$ cat src/rtl/rf_wb_arbiter.sv
// Register-file writeback arbiter.
// The pipeline writeback always wins the write slot. Long-latency results are
// buffered in a FIFO and written back in slots the pipeline leaves idle. A
// starvation counter raises a stall request so that buffered results always
// retire.
// Optional feature macro: RF_WB_PENDING_EN adds the in-flight register query
// ports i_chk_addr / o_chk_pending.
module rf_wb_arbiter #(
  parameter int unsigned  DEPTH     = 4,
  parameter int unsigned  MAX_STALL = 8,
  localparam int unsigned CNT_W     = $clog2(DEPTH + 1)
) (
  input  logic             i_clk,
  input  logic             i_rst,
  input  logic             i_pipe_wren,
  input  logic [4:0]       i_pipe_rd_addr,
  input  logic [31:0]      i_pipe_rd_data,
  input  logic             i_lu_valid,
  output logic             o_lu_ready,
  input  logic [4:0]       i_lu_rd_addr,
  input  logic [31:0]      i_lu_rd_data,
  output logic             o_rd_wren,
  output logic [4:0]       o_rd_addr,
  output logic [31:0]      o_rd_data,
  output logic             o_pipe_stall,
  output logic [CNT_W-1:0] o_fifo_count,
  output logic             o_fifo_full,
  output logic             o_fifo_empty
`ifdef RF_WB_PENDING_EN
  ,
  input  logic [4:0]       i_chk_addr,
  output logic             o_chk_pending
`endif
);

  localparam int unsigned PTR_W  = $clog2(DEPTH);
  localparam int unsigned SCNT_W = $clog2(MAX_STALL + 1);

  typedef struct packed {
    logic [4:0]  addr;
    logic [31:0] data;
  } wb_entry_t;

  wb_entry_t               mem [DEPTH];
  logic [PTR_W-1:0]        wr_ptr;
  logic [PTR_W-1:0]        rd_ptr;
  logic [CNT_W-1:0]        count;
  logic [CNT_W-1:0]        count_next;
  logic [SCNT_W-1:0]       stall_cnt;
  logic [SCNT_W-1:0]       stall_cnt_next;
  logic                    stall_q;

  logic                    fifo_full;
  logic                    fifo_empty;
  logic                    pipe_take;
  logic                    lu_hs;
  logic                    push;
  logic                    pop;

  // FIFO occupancy flags come straight from the count register.
  assign fifo_full    = (count == CNT_W'(DEPTH));
  assign fifo_empty   = (count == '0);
  assign o_fifo_full  = fifo_full;
  assign o_fifo_empty = fifo_empty;
  assign o_fifo_count = count;
  assign o_pipe_stall = stall_q;

  // Ready is held low during reset and whenever the FIFO is full.
  assign o_lu_ready = i_rst && !fifo_full;

  // Slot selection: a pipeline write to x0 leaves the slot free for the FIFO.
  assign pipe_take = i_pipe_wren && (i_pipe_rd_addr != 5'd0);
  assign pop       = !pipe_take && !fifo_empty;
  assign lu_hs     = i_lu_valid && o_lu_ready;
  assign push      = lu_hs && (i_lu_rd_addr != 5'd0);

  // Next occupancy and starvation counter values.
  always_comb begin
    count_next     = count;
    stall_cnt_next = stall_cnt;
    case ({push, pop})
      2'b10:   count_next = count + CNT_W'(1);
      2'b01:   count_next = count - CNT_W'(1);
      default: count_next = count;
    endcase
    if (pop || fifo_empty) begin
      stall_cnt_next = '0;
    end else if (pipe_take && (stall_cnt != SCNT_W'(MAX_STALL))) begin
      stall_cnt_next = stall_cnt + SCNT_W'(1);
    end
  end

  // FIFO pointers, occupancy and starvation state.
  always_ff @(posedge i_clk) begin
    if (!i_rst) begin
      wr_ptr    <= '0;
      rd_ptr    <= '0;
      count     <= '0;
      stall_cnt <= '0;
      stall_q   <= 1'b0;
    end else begin
      if (push) begin
        wr_ptr <= wr_ptr + PTR_W'(1);
      end
      if (pop) begin
        rd_ptr <= rd_ptr + PTR_W'(1);
      end
      count     <= count_next;
      stall_cnt <= stall_cnt_next;
      stall_q   <= (stall_cnt_next == SCNT_W'(MAX_STALL));
    end
  end

  // FIFO storage; contents are don't-care until written, so no reset.
  always_ff @(posedge i_clk) begin
    if (push) begin
      mem[wr_ptr] <= '{addr: i_lu_rd_addr, data: i_lu_rd_data};
    end
  end

  // Registered register-file write port; address/data hold on idle slots.
  always_ff @(posedge i_clk) begin
    if (!i_rst) begin
      o_rd_wren <= 1'b0;
      o_rd_addr <= '0;
      o_rd_data <= '0;
    end else begin
      o_rd_wren <= pipe_take || pop;
      if (pipe_take) begin
        o_rd_addr <= i_pipe_rd_addr;
        o_rd_data <= i_pipe_rd_data;
      end else if (pop) begin
        o_rd_addr <= mem[rd_ptr].addr;
        o_rd_data <= mem[rd_ptr].data;
      end
    end
  end

`ifdef RF_WB_PENDING_EN
  // In-flight query: any occupied FIFO slot or the accepted handshake this cycle.
  always_comb begin
    logic [PTR_W-1:0] offs;
    logic             hit;
    offs = '0;
    hit  = lu_hs && (i_lu_rd_addr == i_chk_addr);
    for (int unsigned i = 0; i < DEPTH; i++) begin
      offs = PTR_W'(i) - rd_ptr;
      if ((CNT_W'(offs) < count) && (mem[PTR_W'(i)].addr == i_chk_addr)) begin
        hit = 1'b1;
      end
    end
    o_chk_pending = hit && (i_chk_addr != 5'd0);
  end
`endif

endmodule

$ cat config.mk
export PLATFORM = sky130hd
export DESIGN_NAME = rf_wb_arbiter
export DESIGN_NICKNAME = d
export VERILOG_FILES = /design/src/rtl/rf_wb_arbiter.sv
export SDC_FILE = /design/constraint.sdc
export NUM_CORES = 1
export LEC_CHECK = 0
export ABC_AREA = 0
export ABC_CLOCK_PERIOD_IN_PS = 2300
export CAP_MARGIN = 15
export CORE_ASPECT_RATIO = 1.75
export CORE_MARGIN = 4
export CORE_UTILIZATION = 48
export DETAILED_ROUTE_END_ITERATION = 6
export HOLD_SLACK_MARGIN = 0.08
export PLACE_DENSITY = 0.76
export SLEW_MARGIN = 0
export SYNTH_ARGS = -nofsm -noshare
export SYNTH_HDL_FRONTEND = slang
export SYNTH_SLANG_ARGS = --single-unit
$ cat constraint.sdc
create_clock -name i_clk -period 2.3 [get_ports i_clk]
set_input_delay 0.23 -clock i_clk [delete_from_list [all_inputs] [get_ports i_clk]]
set_output_delay 0.23 -clock i_clk [all_outputs]
set_load 0.01 [all_outputs]
== Yosys cells after proc, flatten, opt, wreduce, memory -nomap -nowiden ==
Memory sizes are Yosys's and may differ from the RTL's. A register that Yosys moved wholly into a read port is not among the register bits.
Index checks and enable logic that the tools add are counted.
Cells by class
  add/subtract/negate cells: 5
  equality and inequality tests: 5
  muxes and demuxes: 11
  reduce and logical (&&, ||, !) cells: 16
Operator list (number)
  2-to-1 mux 32 bit: 2
  2-to-1 mux 5 bit: 2
  nonzero test 5 bit: 2
  2-to-1 mux 4 bit: 2
  logical AND 1 bit: 6
  case mux 3 bit (2 select lines): 1
  adder 2 x 1 -> 2 bit (second input constant): 2
  adder 4 x 1 -> 4 bit (second input constant): 1
  equality test 4 bit (second input constant): 1
  2-to-1 mux 2 bit: 2
  != test 4 bit (second input constant): 1
  nonzero test 2 bit: 2
  adder 3 x 1 -> 3 bit (second input constant): 1
  equality test 3 bit (second input constant): 1
  zero test 1 bit: 3
  zero test 3 bit: 1
  subtractor 3 x 1 -> 3 bit (second input constant): 1
  equality test 2 x 1 -> 1 bit (second input constant): 1
  equality test 2 bit (second input constant): 1
  logical OR 1 bit: 2
  2-to-1 mux 1 bit: 2
Word-level totals
  flip-flop bits (word level): 50
  RAM bits: 148
  input port bits: 78
  output and inout port bits: 45
  word-level logic and storage cells: 46
  memories kept: 1
Memory list
  mem: words 4, width 37, rd ports 1, clocked after Yosys merged registers in 1, wr ports 1, line 44  | wb_entry_t mem [DEPTH];

== Depth between registers and ports, before layout ==
  word-level depth: 7
  mapped depth: 10
  depth with buffers taken out: 10

== Worst setup path before layout ==
OpenSTA, ideal clock, no wires.
  path type: input port to flip-flop
  from: input port i_pipe_rd_addr[1]
  to: register count[2], in the netlist o_fifo_count[2]
  setup time: 0.070 ns
  arrival: 2.393 ns
  required time: 2.230 ns
  slack: -0.163 ns
  stages on the path: 10
  path buffers: 1
  cell sequence: or4_4 o21a_1 clkbuf_1 nor2_1 ha_1 inv_1 fa_1 xor2_1 or3_1 a21oi_1
On the way
  cells in the longest elaborated chain, start to end: 6
  elaborated cells between the ends (all ways): 8
  classes of those cells: 2 x eq/ne; 1 x mux; 5 x reduce/logical
RTL lines
  from (decl): line 16  | input logic [4:0] i_pipe_rd_addr,
  nonzero test 5 bit *: line 72  | assign pipe_take = i_pipe_wren && (i_pipe_rd_addr != 5'd0);
  logical AND 1 bit *: line 72
  zero test 1 bit *: line 73  | assign pop = !pipe_take && !fifo_empty;
  logical AND 1 bit *: line 73
  named net pop: line 58  | logic pop;
  equality test 2 x 1 -> 1 bit or equality test 2 bit (tied branches): line 81  | case ({push, pop})
  case mux 3 bit (2 select lines) or nonzero test 2 bit (tied branches)
  to (signal assigned): line 108  | count <= count_next;
  to (decl): line 47  | logic [CNT_W-1:0] count;
Mark *: on every way through the listed nets, which the timed path passes. The rest lies on a longest branch.
A chain may end at the register's enable or synchronous reset.

== Worst setup path after layout ==
  from: input port i_pipe_rd_addr[2]
  to: register count[2], in the netlist o_fifo_count[2]
Same word-level chain as after synthesis.

==> impl_metrics.json <==
{
  "status": "completed",
  "die_area_um2": 18000,
  "finalCritPeriodShare_pct": 97.4,
  "reg2reg_slack_ns": 0.07,
  "pin_count": 123,
  "power_w": 0.00975,
  "slew_violations": 0,
  "switching_share_pct": 29.4,
  "fin_skew_ns": 0.0110,
  "cap_violations": 0,
  "p_sw_w": 0.00287,
  "n_antenna_cell": 0,
  "clockBufferDepth": 2,
  "crit_required_ns": 2.65,
  "wirelength_um": 16400,
  "max_freq_mhz": 447,
  "seqPwrFrac_pct": 45.0,
  "final_cell_mix": "148 x edfxtp_1, 114 x clkdlybuf4s50_1, 76 x a21oi_1, 49 x dfxtp_1, 43 x nand2_1",
  "synth.distinct_cells": 32,
  "cts_buffers": 17,
  "synth_top_area_share_pct": 58.3,
  "stdcell_count": 833,
  "seq_area_frac_synth_pct": 72.0,
  "tightest_slew_ns": 0.480,
  "hold_slack_ns": 0.154,
  "clk_latency_ns": 0.42,
  "finalSetupViolCount": 0,
  "post_dp_cell_area_um2": 9320,
  "worstSetupPathType": "in2reg",
  "reg2regPathDepth": 10,
  "crit_path_max_fanout": 2,
  "core_um2": 15500,
  "clock-sinks": 200,
  "grt_start_max_net_pins": 40,
  "crit_path_start": "i_pipe_rd_addr[2]",
  "yosysTopAreaCell": "edfxtp_1",
  "hold_start": "i_lu_rd_addr[3]",
  "postRouteAntennaNets": 0,
  "timing.rr.end": "o_fifo_count[2]",
  "r2r-start": "o_fifo_count[2]",
  "overflow": 0,
  "grt_usage_pct": 19.1,
  "post-route-drc-count": 0,
  "cts_tree": "done",
  "detail_route.iter0.violations": 219,
  "hold_depth": 2,
  "antenna_found_initial": 0,
  "start_util_pct": 49.3,
  "drive_gt1_share_pct": 19.8,
  "cp.arrival_ns": 2.59,
  "drt-vias-per-instance": 5.56,
  "hold_path_end": "mem[0][35]",
  "clk_pin_slew_ns": 0.07,
  "synth_area_um2": 7620,
  "grt_pass1_wl_um": 25900,
  "synth_warnings": 0,
  "avgSynthCellArea_um2": 15.7,
  "final_area_um2": 9960,
  "clockPowerShare_pct": 29.3,
  "die_h_um": 175,
  "grt_pass1_vias": 4964,
  "p_int_w": 0.00688,
  "finalHoldViolCount": 0,
  "fin_crit_ns": 2.24,
  "hold_class": "in2reg",
  "slew_headroom_pct": 68.0,
  "placed_cells": 799,
  "area_growth_pct": 30.8,
  "hpwl_um": 11000,
  "ir_worst_vdd_mv": 0.524,
  "cts-root-buf": "clkbuf_16",
  "power_density_nw_per_um2": 979,
  "portBuffers": 122,
  "syn-num-nets": 571,
  "wl_per_cell_um": 19.7,
  "synthTopCellsByArea": "edfxtp_1 58%, dfxtp_1 14%, mux4_2 11%",
  "die_x_um": 103,
  "combPwrFrac_pct": 25.8,
  "yosys_register_bits": 200,
  "synthCells": 485,
  "first_pass_iters": 4,
  "p_leak_nw": 3.39,
  "rows": 60,
  "end_kind": "flop",
  "nNetsFinal": 720,
  "final_common_cell": "edfxtp_1",
  "h-tree-depth": 4,
  "routabilityCongestion": 0.730,
  "start_kind": "input port",
  "num_vias": 4632
}
## worst max-delay path by stage
stage / cells after the start / end
after global placement: 10 / o_fifo_count[2]
after detailed placement: 10 / o_fifo_count[2]
after floorplan: 10 / o_fifo_count[2]
after CTS: 10 / o_fifo_count[2]
final: 10 / o_fifo_count[2]
after global routing: 10 / o_fifo_count[2]
## per-stage QoR
stage	TNS [ns]	util (%)	setup WS [ns]
final	0	64.4	0.0604
after global routing	-0.0290	64.4	-0.0290
after detailed placement	-1.10	60.3	-0.477
after global placement	-0.751	60.3	-0.406
after floorplan	-0.0879	-	-0.0879
after CTS	0	64.1	0.0220
## worst max-delay path, stage by stage
cell and delay (ns):
clkdlybuf4s15_1 0.20, or4_4 0.53, o21a_4 0.24, nor2_4 0.10, ha_2 0.19, inv_2 0.05
fa_2 0.39, xor2_2 0.18, or3_4 0.33, a21oi_2 0.14
## flip-flops by register name, summed over array words and instances (netlist names), named ones only
name and cells:
mem 148, o_fifo_count 3, o_pipe_stall 1, o_rd_addr 5, o_rd_data 32, o_rd_wren 1
rd_ptr 2, stall_cnt 4, wr_ptr 2
## final cells by class
cell class	instances	area [um2]
inverters	12	45.0
well taps	186	233
clock inverters	15	156
repair buffers	159	1580
fillers	1096	5500
multi-input cells	244	2030
clock buffers	17	425
flip-flops and latches	200	5490
## cells in the mapped netlist, drive strengths merged
cell and number:
or4 2, o2111ai 1, or3 3, xnor2 1, a311o 1, and3 1
a2bb2oi 1, mux2 2, inv 12, buf 9, o31ai 1, dfxtp 52
nor2 10, o21ai 38, a21oi 77, nand2 43, fa 1, a211oi 1
mux2i 3, and2 4, nand3 2, clkbuf 20, mux4 37, xor2 4
nand3b 1, ha 7, o21a 1, o311a 1, edfxtp 148, nor3b 1
## timing repair
item | 4_1_cts | 5_1_grt
pin swaps | 4 | 11
endpoints found under the setup margin | 2 | 1
hold endpoints to repair | 0 | 0
setup buffers | 1 | 1
hold buffers | 0 | 0
resized for setup | 5 | 16
## logic make-up after synthesis
group	after synthesis	share of synthesized area, %
flops	200	72.0
compound gates	122	8.39
simple gates	67	3.84
mux	42	11.6
buf+inv	41	2.17
fa+ha+maj	8	1.41
xor+xnor	5	0.575
## power by group through the flow
stage,Sequential [W],Clock [W],Combinational [W]
floorplan,0.00448,0,0.00138
global placement,0.00443,0,0.00245
detailed placement,0.00446,0,0.00251
CTS,0.00438,0.00291,0.00252
global route,0.00442,0.00305,0.00276
finish,0.00438,0.00285,0.00251
## layer usage
layer  track usage [%]  up-vias  wire length (um)
met3              3.72       21               888
met2              34.1      151              9230
met4              7.08        0               358
met5                 0        -                 0
met1              22.2     2307              5930
li1                  -     2153                 -
(Power assumes the default switching activity.)
